[src/rtl/key_scan_pkg.sv]
// Shared types and helpers for the 4x4 keypad scanner (key_col_scanner, key_scan_4x4).
package key_scan_pkg;

  localparam int NUM_COLS = 4;
  localparam int NUM_ROWS = 4;
  localparam int NUM_KEYS = NUM_COLS * NUM_ROWS;

  typedef logic [1:0] state_t;

  localparam state_t IDLE    = 2'd0;
  localparam state_t DEB     = 2'd1;
  localparam state_t PRESSED = 2'd2;
  localparam state_t REL     = 2'd3;

  // Snapshot bit index is col*NUM_ROWS+row; the reported code is row*NUM_COLS+col.
  function automatic logic [3:0] encode_key(input logic [NUM_KEYS-1:0] onehot);
    logic [3:0] code;
    code = '0;
    for (int i = 0; i < NUM_KEYS; i++) begin
      if (onehot[i]) code = 4'((i % NUM_ROWS) * NUM_COLS + (i / NUM_ROWS));
    end
    return code;
  endfunction

endpackage

[src/rtl/key_scan_4x4_scanner.sv]
// Column walker for the keypad: drives one column low per slot, synchronizes the rows
// and assembles a full-scan snapshot, flagging scan_end after the last column is sampled.
module key_col_scanner
  import key_scan_pkg::*;
#(
  parameter int SCAN_DIV = 24000
) (
  input  logic                clk_24m,
  input  logic                rst_n,
  input  logic [NUM_ROWS-1:0] key_row,
  output logic [NUM_COLS-1:0] key_col,
  output logic [NUM_KEYS-1:0] snapshot,
  output logic                scan_end
);

  localparam int SLOT_W = (SCAN_DIV > 1) ? $clog2(SCAN_DIV) : 1;
  localparam int COL_W  = $clog2(NUM_COLS);
  localparam logic [SLOT_W-1:0] SLOT_LAST = SLOT_W'(SCAN_DIV - 1);
  localparam logic [COL_W-1:0]  COL_LAST  = COL_W'(NUM_COLS - 1);

  logic [SLOT_W-1:0]   slot;
  logic [COL_W-1:0]    col;
  logic [NUM_ROWS-1:0] row_meta;
  logic [NUM_ROWS-1:0] row_sync;

  assign key_col = ~(NUM_COLS'(1) << col);

  // Rows are sampled on the last slot cycle, long after the column settled and the
  // two-stage synchronizer caught up.
  always_ff @(posedge clk_24m or negedge rst_n) begin
    if (!rst_n) begin
      slot     <= '0;
      col      <= '0;
      row_meta <= '1;
      row_sync <= '1;
      snapshot <= '0;
      scan_end <= 1'b0;
    end else begin
      row_meta <= key_row;
      row_sync <= row_meta;
      scan_end <= 1'b0;
      if (slot == SLOT_LAST) begin
        slot <= '0;
        col  <= col + COL_W'(1);
        snapshot[col*NUM_ROWS +: NUM_ROWS] <= ~row_sync;
        scan_end <= (col == COL_LAST);
      end else begin
        slot <= slot + SLOT_W'(1);
      end
    end
  end

endmodule

[src/rtl/key_scan_4x4.sv]
// 4x4 keypad scanner top: debounces single-key snapshots over full scans and reports codes.
// Optional auto-repeat while a key is held is enabled by defining KEY_SCAN_REPEAT_EN.
module key_scan_4x4
  import key_scan_pkg::*;
#(
  parameter int SCAN_DIV      = 24000,
  parameter int DEB_SCANS     = 5,
  parameter int REPEAT_DELAY  = 125,
  parameter int REPEAT_PERIOD = 25
) (
  input  logic       clk_24m,
  input  logic       rst_n,
  input  logic [3:0] key_row,
  output logic [3:0] key_col,
  output logic [3:0] key_code,
  output logic       key_valid,
  output logic       key_pressed
);

  localparam int CNT_W = $clog2(DEB_SCANS + 1);
  localparam logic [CNT_W-1:0] CNT_ONE  = CNT_W'(1);
  localparam logic [CNT_W-1:0] CNT_LAST = CNT_W'(DEB_SCANS);

  if (DEB_SCANS < 2 || REPEAT_PERIOD < 1 || REPEAT_PERIOD > REPEAT_DELAY) begin : g_bad_cfg
    $error("key_scan_4x4: DEB_SCANS must be >= 2 and 1 <= REPEAT_PERIOD <= REPEAT_DELAY");
  end

  logic [NUM_KEYS-1:0] snapshot;
  logic [NUM_KEYS-1:0] cand;
  logic                scan_end;
  state_t              state;
  logic [CNT_W-1:0]    cnt;
  logic [CNT_W-1:0]    cnt_inc;
  logic                snap_empty;
  logic                snap_single;
  logic                accept_fire;
  logic                rep_fire;

  key_col_scanner #(
    .SCAN_DIV (SCAN_DIV)
  ) u_scanner (
    .clk_24m  (clk_24m),
    .rst_n    (rst_n),
    .key_row  (key_row),
    .key_col  (key_col),
    .snapshot (snapshot),
    .scan_end (scan_end)
  );

  assign cnt_inc     = cnt + CNT_ONE;
  assign snap_empty  = (snapshot == '0);
  assign snap_single = $onehot(snapshot);
  assign accept_fire = scan_end && (state == DEB) && (snapshot == cand) && (cnt_inc == CNT_LAST);

`ifdef KEY_SCAN_REPEAT_EN
  localparam int REP_W = $clog2(REPEAT_DELAY + 1);
  localparam logic [REP_W-1:0] REP_ONE    = REP_W'(1);
  localparam logic [REP_W-1:0] REP_LAST   = REP_W'(REPEAT_DELAY);
  localparam logic [REP_W-1:0] REP_RELOAD = REP_W'(REPEAT_DELAY - REPEAT_PERIOD);

  logic [REP_W-1:0] rep_cnt;
  logic [REP_W-1:0] rep_inc;
  logic             rep_hit;

  assign rep_inc  = rep_cnt + REP_ONE;
  assign rep_hit  = (rep_inc == REP_LAST);
  assign rep_fire = scan_end && (state == PRESSED) && !snap_empty && rep_hit;

  // The key counts as held through REL, so the count only clears once release is accepted.
  always_ff @(posedge clk_24m or negedge rst_n) begin
    if (!rst_n) begin
      rep_cnt <= '0;
    end else if (scan_end) begin
      if ((state == PRESSED || state == REL) &&
          !(state == REL && snap_empty && cnt_inc == CNT_LAST)) begin
        rep_cnt <= rep_hit ? REP_RELOAD : rep_inc;
      end else begin
        rep_cnt <= '0;
      end
    end
  end
`else
  assign rep_fire = 1'b0;
`endif

  always_ff @(posedge clk_24m or negedge rst_n) begin
    if (!rst_n) begin
      state       <= IDLE;
      cand        <= '0;
      cnt         <= '0;
      key_code    <= '0;
      key_valid   <= 1'b0;
      key_pressed <= 1'b0;
    end else begin
      key_valid <= accept_fire || rep_fire;
      if (scan_end) begin
        case (state)
          IDLE: begin
            if (snap_single) begin
              state <= DEB;
              cand  <= snapshot;
              cnt   <= CNT_ONE;
            end
          end
          DEB: begin
            if (accept_fire) begin
              state       <= PRESSED;
              cnt         <= '0;
              key_code    <= encode_key(cand);
              key_pressed <= 1'b1;
            end else if (snapshot == cand) begin
              cnt <= cnt_inc;
            end else begin
              state <= IDLE;
              cnt   <= '0;
            end
          end
          PRESSED: begin
            if (snap_empty) begin
              state <= REL;
              cnt   <= CNT_ONE;
            end
          end
          REL: begin
            if (!snap_empty) begin
              state <= PRESSED;
              cnt   <= '0;
            end else if (cnt_inc == CNT_LAST) begin
              state       <= IDLE;
              cnt         <= '0;
              key_pressed <= 1'b0;
            end else begin
              cnt <= cnt_inc;
            end
          end
          default: begin
            state <= IDLE;
            cnt   <= '0;
          end
        endcase
      end
    end
  end

endmodule

[config.mk]
export PLATFORM = sky130hd
export DESIGN_NAME = key_scan_4x4
export DESIGN_NICKNAME = d
export VERILOG_FILES = /design/src/rtl/key_scan_pkg.sv /design/src/rtl/key_scan_4x4_scanner.sv /design/src/rtl/key_scan_4x4.sv
export SDC_FILE = /design/constraint.sdc
export NUM_CORES = 1
export LEC_CHECK = 0
export BUFFER_PORTS_ARGS = -buffer_cell sky130_fd_sc_hd__buf_2
export CORE_MARGIN = 2
export CORE_UTILIZATION = 66
export DETAILED_ROUTE_END_ITERATION = 8
export GPL_TIMING_DRIVEN = 0
export PLACE_DENSITY = 0.83
export SYNTH_ARGS = -nofsm -noshare
export SYNTH_HDL_FRONTEND = slang
export SYNTH_HIERARCHICAL = 1
export SYNTH_SLANG_ARGS = --single-unit
[constraint.sdc]
create_clock -name clk_24m -period 11.9 [get_ports clk_24m]
set_input_delay 0.595 -clock clk_24m [delete_from_list [all_inputs] [get_ports clk_24m]]
set_output_delay 0.595 -clock clk_24m [all_outputs]
set_load 0.02 [all_outputs]
==> results of run 1 <==
## flip-flops by register name (all words and copies together), names as in the netlist
name                flops
cand                   16
cnt                     3
key_code                4
key_pressed             1
key_valid               1
state                   2
u_scanner/col           2
u_scanner/row_meta      4
u_scanner/row_sync      4
u_scanner/scan_end      1
u_scanner/slot         15
u_scanner/snapshot     16
## metal layers
layer  wire length (um)  GRT usage (%)  part of all wire, %  vias to the layer above
li1                   -              -                    -                     1208
met1               3413          36.23                   46                     1279
met2               3540          40.67                   47                       75
met3                425          6.517                  5.7                       10
met4                101          10.17                  1.4                        0
met5                  0              0                    0                        -
## stage by stage
step	worst slack, ns	util, %	hold slack (ns)	total power [mW]
CTS	7.022	74.66	0.3289	0.4073
global route	6.845	74.66	0.3217	0.4183
detailed placement	7.037	71.81	0.3491	0.2490
finish	7.051	74.66	0.3311	0.4044
global placement	7.168	71.76	0.3459	0.2488
floorplan	7.334	-	0.2994	0.2429
## kinds of logic after synthesis
family	Yosys count	share of synthesized area, %
compound gates	32	5.644
xor+xnor	29	6.623
fa+ha+maj	24	9.788
buf+inv	42	4.796
flops	69	45.29
mux	34	11.09
simple gates	106	16.77
## cell usage in the layout (no fill, tap or decap), types with 2 or more instances in the layout
cell type,netlist,routed
nor2_1,18,18
and2b_2,12,12
o21ai_0,7,7
clkinv_2,0,4
o31ai_1,2,2
mux2_4,12,12
nand2b_1,2,2
clkbuf_8,0,9
clkbuf_1,0,2
dfstp_2,8,8
nor4b_1,4,4
nand3_1,13,13
o41ai_1,2,2
and2_1,2,2
and2b_1,4,4
o22ai_1,2,2
xor2_1,7,7
mux2_2,20,20
nor4_1,8,8
fa_1,10,10
a21o_1,2,2
a21oi_1,6,6
ha_1,14,14
and3_2,3,3
buf_2,2,16
inv_1,38,38
mux2i_1,2,2
nand2_1,15,15
nand4_1,9,9
dfrtp_1,61,61
nor3_1,5,5
xnor2_1,22,22
## cell type report
| type | instances | area [um^2] | area share (%) |
|---|---|---|---|
| flip-flops and latches | 69 | 1737 | 41.73 |
| plain buffers | 4 | 41.29 | 0.9922 |
| well taps | 72 | 90.09 | 2.165 |
| multi-input cells | 225 | 1914 | 46.00 |
| inverters | 38 | 142.6 | 3.428 |
| repair buffers | 15 | 77.57 | 1.864 |
| clock inverters | 5 | 27.53 | 0.6615 |
| clock buffers | 11 | 131.4 | 3.157 |
## critical path: stages, from the launching register on
cell and delay, ns:
dfrtp_1 0.44, inv_1 0.09, fa_1 0.53, inv_1 0.05, fa_1 0.46, fa_1 0.52
inv_1 0.06, fa_1 0.47, inv_1 0.04, ha_1 0.20, fa_1 0.43, or4b_1 0.49
a211oi_2 0.20, and3b_2 0.27, buf_12 0.16, mux2_4 0.30
## power breakdown
group          switching [mW]  total, mW  internal, mW
sequential            0.00105      0.238         0.237
combinational         0.00464    0.00627       0.00163
clock                  0.0859      0.160        0.0742
total                  0.0916      0.404         0.313
## worst max path at each step
stage,endpoint,cells past startpoint,from
after floorplan,cand[0],15,u_scanner/snapshot[5]
after global placement,cand[8],15,u_scanner/snapshot[5]
after detailed placement,cand[7],15,u_scanner/snapshot[5]
after CTS,cand[11],15,u_scanner/snapshot[5]
after global routing,cand[11],15,u_scanner/snapshot[5]
final,cand[11],15,u_scanner/snapshot[5]
==> impl_metrics.tcl, run 1 <==
set metrics [dict create \
    vias 2572 \
    p_leak_nw 2.038 \
    fmax_mhz 206.2 \
    dp.cells 423 \
    synth.most_common_cell "dfrtp_1" \
    postSynth.asyncResetShare_pct 100.0 \
    ys_seq_area_share_pct 45.29 \
    worstSetupPathType "reg2reg" \
    place.gp.congestion 0.8767 \
    r2r_slack_ns 7.05 \
    fin_tns_setup_ns 0 \
    worstMarginPinSlew_ns 0.8621 \
    max-cap-violations 0 \
    grt_pass1_vias 2574 \
    final_area_mm2 0.004161 \
    syn_to_final_growth_pct 8.515 \
    routedWlPerCell_um 17.04 \
    cts-hold-fix-buffers 0 \
    clock_skew_ns 0.009999 \
    syn_area_per_cell_um2 11.41 \
    port_buffers 15 \
    viasPerCell 5.859 \
    hold_viol 0 \
    hold_path_class "in2async" \
    cts_max_path_buffers 2 \
    dieArea_mm2 0.006436 \
    drv_slew 0 \
    synth_area_leaders "dfrtp_1 (40%), mux2_2 (5.9%), dfstp_2 (5.5%)" \
    worst_ir_drop_vdd_mv 0.08209 \
    grt_pass1_wl_um 12600 \
    cp_max_fo 10 \
    syn_area_mm2 0.003835 \
    grtUsageTotal_pct 26.36 \
    io_pins 16 \
    stdcell_count 439 \
    yosys.area.top_type "dfrtp_1" \
    drt_wl_total_um 7481 \
    drive_gt1_share_pct 26.16 \
    synthFlopType "dfrtp_1" \
    synth_common_cells "dfrtp_1 (61), inv_1 (38), xnor2_1 (22)" \
    max_slew_margin_pct 42.53 \
    dr.pass1.iters 4 \
    synth.top_cell.area_share_pct 39.80 \
    die_w_um 80.23 \
    r2r_end "cand[11]" \
    cts_root_buffer "clkbuf_8" \
    clock_sink_count 69 \
    postCtsSetupBuffers 0 \
    gr-total-overflow 0 \
    cts-buffers-inserted 9 \
    placed_area_mm2 0.004003 \
    yosysWarnings 6 \
    dp_hpwl_um 5404 \
    fin_crit_ns 4.849 \
    reg2reg_depth 15 \
    clk_latency_ns 0.35 \
    fin_crit_sh_pct 40.74 \
    synth_fp_nets 366 \
    fp-row-count 27 \
    ys_types 53 \
    status "complete, no violations" \
    drtIter0Drc 128 \
    cts.reportedPaths.clkPinSlew_ns 0.07 \
    cts_tree "built" \
    endpoint_kind "flip-flop" \
    antenna_found_initial 0 \
    start_kind "flip-flop" \
    antenna_left 0 \
    core_area_mm2 0.005574 \
    nets 392 \
    cp.required_ns 12.13 \
    fill_cells 375 \
    ctsHtreeMaxLevel 3 \
    setup_viol 0 \
    syn-instance-count 336 \
    n_antenna_cell 0 \
    ys_seq_elements 69 \
    drc_errors 0 \
    r2r_start "u_scanner/snapshot[5]" \
    grt_max_degree 70 \
    powerDensity_mw_per_mm2 97.17 \
    post_cts_resized 0 \
    die_y_um 80.23 \
    cp.arrival_ns 5.08 \
    start_util_pct 68.80 \
    rsz0062_at_grt "no" \
    synth_edf_count 0 \
]
Power figures use the tool's default switching activity.
==> run 2, diff against run 1 <==
--- a/config.mk
+++ b/config.mk
@@ -7,10 +7,10 @@
 export LEC_CHECK = 0
 export BUFFER_PORTS_ARGS = -buffer_cell sky130_fd_sc_hd__buf_2
 export CORE_MARGIN = 2
-export CORE_UTILIZATION = 66
+export CORE_UTILIZATION = 62
 export DETAILED_ROUTE_END_ITERATION = 8
 export GPL_TIMING_DRIVEN = 0
-export PLACE_DENSITY = 0.83
+export PLACE_DENSITY = 0.79
 export SYNTH_ARGS = -nofsm -noshare
 export SYNTH_HDL_FRONTEND = slang
 export SYNTH_HIERARCHICAL = 1
==> constraint.sdc (replaced) <==
create_clock -name clk_24m -period 4.8 [get_ports clk_24m]
set_input_delay 0.24 -clock clk_24m [delete_from_list [all_inputs] [get_ports clk_24m]]
set_output_delay 0.24 -clock clk_24m [all_outputs]
set_load 0.02 [all_outputs]
==> impl_metrics.tcl, run 2 (synthesized netlist as in run 1, its figures left out) <==
set metrics [dict create \
    drv_slew 0 \
    viasPerCell 5.870 \
    fin_crit_sh_pct 100.2 \
    holdWs_ns -0.003399 \
    antenna_left 0 \
    worst_ir_drop_vdd_mv 0.2214 \
    total_power_mw 1.125 \
    start_kind "flip-flop" \
    cp_num_buf_inv 5 \
    final_area_mm2 0.004360 \
    final-seq-area_mm2 0.001742 \
    routedWlPerCell_um 17.50 \
    core_area_mm2 0.005956 \
    powerDensity_mw_per_mm2 258.0 \
    fin_tns_setup_ns -0.01372 \
    antenna_found_initial 0 \
    status "finished with violations" \
    worstMarginPinSlew_ns 0.8538 \
    critPathMaxStageDelay_ns 0.54 \
    fill_cells 442 \
    stdcell_count 454 \
    cts_max_path_buffers 2 \
    setup_slack_ns -0.008873 \
    max-cap-violations 0 \
    mostFrequentLayoutCell "dfrtp_1" \
    cts_root_buffer "clkbuf_8" \
    vias 2665 \
    failed_checks "hold timing, setup timing" \
    nets 404 \
    crit_path_cell_trace "fa_1 -> inv_1 -> fa_1 -> inv_1 -> fa_1 -> inv_1 -> fa_1 -> inv_1 -> ha_2 -> fa_1 -> or4b_4 -> a211oi_4 -> and3b_2 -> buf_12 -> mux2_4" \
    multi_input_area_mm2 0.001942 \
    cp.arrival_ns 5.04 \
    hold_viol 1 \
    crit_path_frequent_cell "fa_1" \
    start_util_pct 64.39 \
    dr.pass1.iters 4 \
    p_leak_nw 2.123 \
    cp_max_fo 10 \
    cts_tree "built" \
    drt_wl_total_um 7945 \
    cts-buffers-inserted 9 \
    hold_path_class "in2async" \
    grt_max_degree 70 \
    grt_pass1_vias 2816 \
    cp.required_ns 5.03 \
    die_y_um 82.65 \
    worstSetupPathType "reg2reg" \
    place.gp.congestion 0.9235 \
    clk_latency_ns 0.35 \
    dp_hpwl_um 5253 \
    clock_skew_ns 0.007108 \
    drtIter0Drc 151 \
    syn_to_final_growth_pct 13.70 \
    io_pins 16 \
    max_slew_margin_pct 43.08 \
    most-common-layout-cells "dfrtp_1 (57), inv_1 (38), xnor2_1 (22), mux2_2 (20), nor2_1 (18)" \
    setup_viol 2 \
    n_antenna_cell 0 \
    grt_pass1_wl_um 13250 \
    cp_slowest_cell "fa_1" \
    placed_area_mm2 0.004006 \
    fp-row-count 28 \
    gr-total-overflow 0 \
    port_buffers 15 \
    grtUsageTotal_pct 26.19 \
    cts.reportedPaths.clkPinSlew_ns 0.07 \
    cp_top_family "adder cells" \
    biggestRegsByFlops "cand: 16 flops, u_scanner/snapshot: 16 flops, u_scanner/slot: 15 flops" \
    fin_crit_ns 4.809 \
    drive_gt1_share_pct 30.61 \
    dp.cells 426 \
    rsz0062_at_grt "yes" \
    fmax_mhz 207.9 \
    dieArea_mm2 0.006830 \
    clock_sink_count 69 \
    endpoint_kind "flip-flop" \
    ctsHtreeMaxLevel 3 \
    die_w_um 82.65 \
    drc_errors 0 \
]
## run 2: changes by cell type in the layout (fill, tap and decap cells not counted), sizes merged
cell	previous run	this run
clkinv	4	2
inv	38	39
dlygate4sd3	0	4
bufinv	0	2
buf	19	27
clkbuf	11	10
## run 2: final timing paths
check	end	slack, ns	from	cells past startpoint
setup / recovery	cand[11]	-0.009	u_scanner/snapshot[11]	15
hold / removal	cand[4]	-0.003	rst_n	1
setup reg to reg	cand[11]	-0.009	u_scanner/snapshot[11]	15
hold reg to reg	u_scanner/row_sync[0]	0.36	u_scanner/row_meta[0]	0
max in group asynchronous	u_scanner/snapshot[11]	4.20	rst_n	1
min in group clk_24m	u_scanner/row_sync[0]	0.36	u_scanner/row_meta[0]	0
## run 2: cell type report
cell class / count / share of cell area, %
Clock buffer: 10 / 2.927
Buffer: 4 / 0.9469
Sequential cell: 69 / 39.94
Tap cell: 75 / 2.152
Clock inverter: 6 / 1.980
Inverter: 38 / 3.271
Timing Repair Buffer: 27 / 4.247
Multi-Input combinational cell: 225 / 44.53
## run 2: repair_timing
| item | 4_1_cts | 5_1_grt |
|---|---|---|
| endpoints found under the hold margin | 4 | 0 |
| resized for setup | 6 | 12 |
| pin swaps | 2 | 2 |
| setup buffers | 5 | 3 |
| hold buffers | 4 | 0 |
| endpoints found under the setup margin | 12 | 16 |
## run 2: per-stage QoR
stage	setup WS (ns)	util (%)
2_1_floorplan	0.2337	-
3_3_place_gp	-0.07047	67.23
3_5_place_dp	-0.1356	67.27
4_1_cts	-0.06894	72.46
5_1_grt	-0.1280	73.21
6_report	-0.008873	73.21
## run 2: report_power, final
| group | internal [mW] | switching (mW) | leakage, nW | total [mW] |
|---|---|---|---|---|
| combinational | 0.00617 | 0.0120 | 1.10 | 0.0182 |
| sequential | 0.587 | 0.00228 | 0.916 | 0.589 |
| clock | 0.293 | 0.225 | 0.107 | 0.517 |
## run 2: worst register-to-register path: stages, from the launching register on
cell and delay [ns]:
dfrtp_2 0.42, fa_1 0.55, inv_1 0.05, fa_1 0.48, inv_1 0.05, fa_1 0.47, inv_1 0.05, fa_1 0.47
inv_1 0.04, ha_2 0.17, fa_1 0.43, or4b_4 0.50, a211oi_4 0.25, and3b_2 0.29, buf_12 0.17, mux2_4 0.32
## run 2: per-layer routing
metal	track usage, %	vias to the layer above	part of all wire (%)
met2	43.23	77	49
met3	4.891	30	4.2
li1	-	1226	-
met1	32.55	1332	42
met5	0	-	0
met4	14.26	0	4.0
==> run 3, diff against run 2 <==
--- a/config.mk
+++ b/config.mk
@@ -7,11 +7,11 @@
 export LEC_CHECK = 0
 export BUFFER_PORTS_ARGS = -buffer_cell sky130_fd_sc_hd__buf_2
 export CORE_MARGIN = 2
-export CORE_UTILIZATION = 62
+export CORE_UTILIZATION = 61
 export DETAILED_ROUTE_END_ITERATION = 8
 export GPL_TIMING_DRIVEN = 0
-export PLACE_DENSITY = 0.79
+export PLACE_DENSITY_LB_ADDON = 0.12
+export SLEW_MARGIN = 20
 export SYNTH_ARGS = -nofsm -noshare
 export SYNTH_HDL_FRONTEND = slang
-export SYNTH_HIERARCHICAL = 1
 export SYNTH_SLANG_ARGS = --single-unit
==> impl_metrics.tcl, run 3 <==
set metrics [dict create \
    max-cap-violations 0 \
    postSynth.asyncResetShare_pct 100.0 \
    clock_skew_ns 0.009553 \
    ctsHtreeMaxLevel 3 \
    reg2reg_depth 15 \
    die_y_um 80.94 \
    ys_seq_elements 69 \
    core_area_mm2 0.005816 \
    fin_crit_sh_pct 99.02 \
    setup_viol 0 \
    cts_tree "built" \
    syn_to_final_growth_pct 16.74 \
    io_pins 16 \
    crit_start "u_scanner.snapshot[9]" \
    dp.cells 438 \
    worstSetupPathType "reg2reg" \
    drtIter0Drc 206 \
    status "complete, no violations" \
    drc_errors 0 \
    cts.reportedPaths.clkPinSlew_ns 0.08 \
    start_kind "flip-flop" \
    drt_wl_total_um 7016 \
    routedWlPerCell_um 14.86 \
    yosysWarnings 0 \
    r2r_slack_ns 0.05 \
    clock_sink_count 69 \
    ys_types 43 \
    fin_tns_setup_ns 0 \
    place.gp.congestion 0.8289 \
    cts-buffers-inserted 9 \
    n_antenna_cell 0 \
    drv_slew 0 \
    synth.top_cell.area_share_pct 42.27 \
    ys_seq_area_share_pct 48.09 \
    synth.most_common_cell "dfrtp_1" \
    p_leak_nw 2.044 \
    mostFrequentLayoutCell "dfrtp_1" \
    fmax_mhz 210.4 \
    yosys.area.top_type "dfrtp_1" \
    synth_fp_nets 377 \
    viasPerCell 5.544 \
    start_util_pct 62.09 \
    stdcell_count 472 \
    gr-total-overflow 0 \
    max_slew_margin_pct 62.15 \
    dr.pass1.iters 4 \
    hold_path_class "in2async" \
    vias 2617 \
    cp_max_fo 7 \
    cts_max_path_buffers 2 \
    hold_viol 0 \
    dieArea_mm2 0.006551 \
    worstMarginPinSlew_ns 0.5635 \
    synth_edf_count 0 \
    grt_pass1_wl_um 11630 \
    cts_root_buffer "clkbuf_8" \
    antenna_left 0 \
    powerDensity_mw_per_mm2 270.1 \
    biggestRegsByFlops "cand: 16 flops, u_scanner.snapshot: 16 flops, u_scanner.slot: 15 flops" \
    dp_hpwl_um 4931 \
    syn_area_mm2 0.003611 \
    nets 422 \
    cp.required_ns 5.03 \
    endpoint_kind "flip-flop" \
    holdWs_ns 0.3388 \
    synth_common_cells "dfrtp_1 (61), nand2_1 (37), inv_1 (34)" \
    r2r_start "u_scanner.snapshot[9]" \
    worst_ir_drop_vdd_mv 0.2161 \
    fp-row-count 28 \
    grt_max_degree 45 \
    r2r_end "cand[14]" \
    syn_area_per_cell_um2 10.41 \
    drive_gt1_share_pct 20.40 \
    die_w_um 80.94 \
    rsz0062_at_grt "yes" \
    clk_latency_ns 0.34 \
    grt_pass1_vias 2550 \
    synthFlopType "dfrtp_1" \
    synth_area_leaders "dfrtp_1 (42%), dfstp_2 (5.8%), fa_1 (5.5%)" \
    syn-instance-count 347 \
    grtUsageTotal_pct 23.67 \
    antenna_found_initial 0 \
    cp.arrival_ns 4.98 \
    most-common-layout-cells "dfrtp_1 (56), nand2_1 (37), inv_1 (32), o21ai_0 (27), xnor2_1 (19)" \
    port_buffers 15 \
    fin_crit_ns 4.753 \
]
-- run 3: critical path: stages (launching register included) --
cell and delay, ns:
dfrtp_1 0.41, inv_2 0.07, fa_1 0.53, inv_1 0.05
fa_1 0.46, fa_1 0.51, inv_1 0.05, fa_1 0.48
inv_1 0.04, ha_2 0.17, fa_1 0.43, or4b_4 0.50
a211oi_4 0.28, nand3b_4 0.18, buf_8 0.18, mux2_4 0.28
-- run 3: worst max path at each step --
stage	endpoint	slack [ns]
after floorplan	cand[13]	0.23
after global placement	cand[13]	-0.02
after detailed placement	cand[14]	-0.02
after CTS	cand[14]	0.002
after global routing	cand[13]	-0.08
final	cand[14]	0.05
-- run 3: layout make-up --
| class | count | area [um^2] |
|---|---|---|
| plain buffers | 4 | 28.78 |
| inverters | 34 | 127.6 |
| repair buffers | 34 | 262.8 |
| clock buffers | 9 | 123.9 |
| fillers | 463 | 1600 |
| well taps | 75 | 93.84 |
| flip-flops and latches | 69 | 1743 |
| multi-input cells | 240 | 1737 |
| clock inverters | 7 | 98.84 |
-- run 3: cell families after synthesis --
group                      Yosys count  synth area share [%]
muxes                               11                 3.638
buffers and inverters               38                 4.193
AOI/OAI and AO/OA                   54                 9.182
adders and majority gates           24                 10.40
DFF                                 69                 48.09
and+or+nand+nor                    124                 17.95
xor gates and xnor gates            27                 6.549
-- run 3: power by group --
part | switching (mW) | total, mW | internal, mW
clock network | 0.234 | 0.529 | 0.295
registers | 0.00234 | 0.589 | 0.587
logic | 0.0122 | 0.0199 | 0.00771
-- run 3: what timing repair did --
item	CTS	global route
setup buffers	1	11
gates resized for setup	1	15
hold endpoints to repair	29	0
hold buffers	5	0
pin swaps	0	2
endpoints found under the setup margin	4	11
cloned	0	1
-- run 3: metal layers --
metal  global-route usage (%)  wire [um]  up-vias
li1                         -          -     1259
met1                    30.76       3128     1265
met2                    38.76       3386       67
met3                    5.444        302       26
met4                    8.983        199        0
met5                        0          0        -
-- run 3: through the flow --
| step | setup WS, ns | area, um^2 | util [%] | power [mW] |
|---|---|---|---|---|
| floorplan | 0.2334 | 3611 | - | 0.6016 |
| global placement | -0.01672 | 3780 | 65.00 | 0.6159 |
| detailed placement | -0.01945 | 3802 | 65.38 | 0.6183 |
| CTS | 0.001854 | 4090 | 70.33 | 1.143 |
| global route | -0.08482 | 4215 | 72.48 | 1.175 |
| finish | 0.04714 | 4215 | 72.48 | 1.139 |
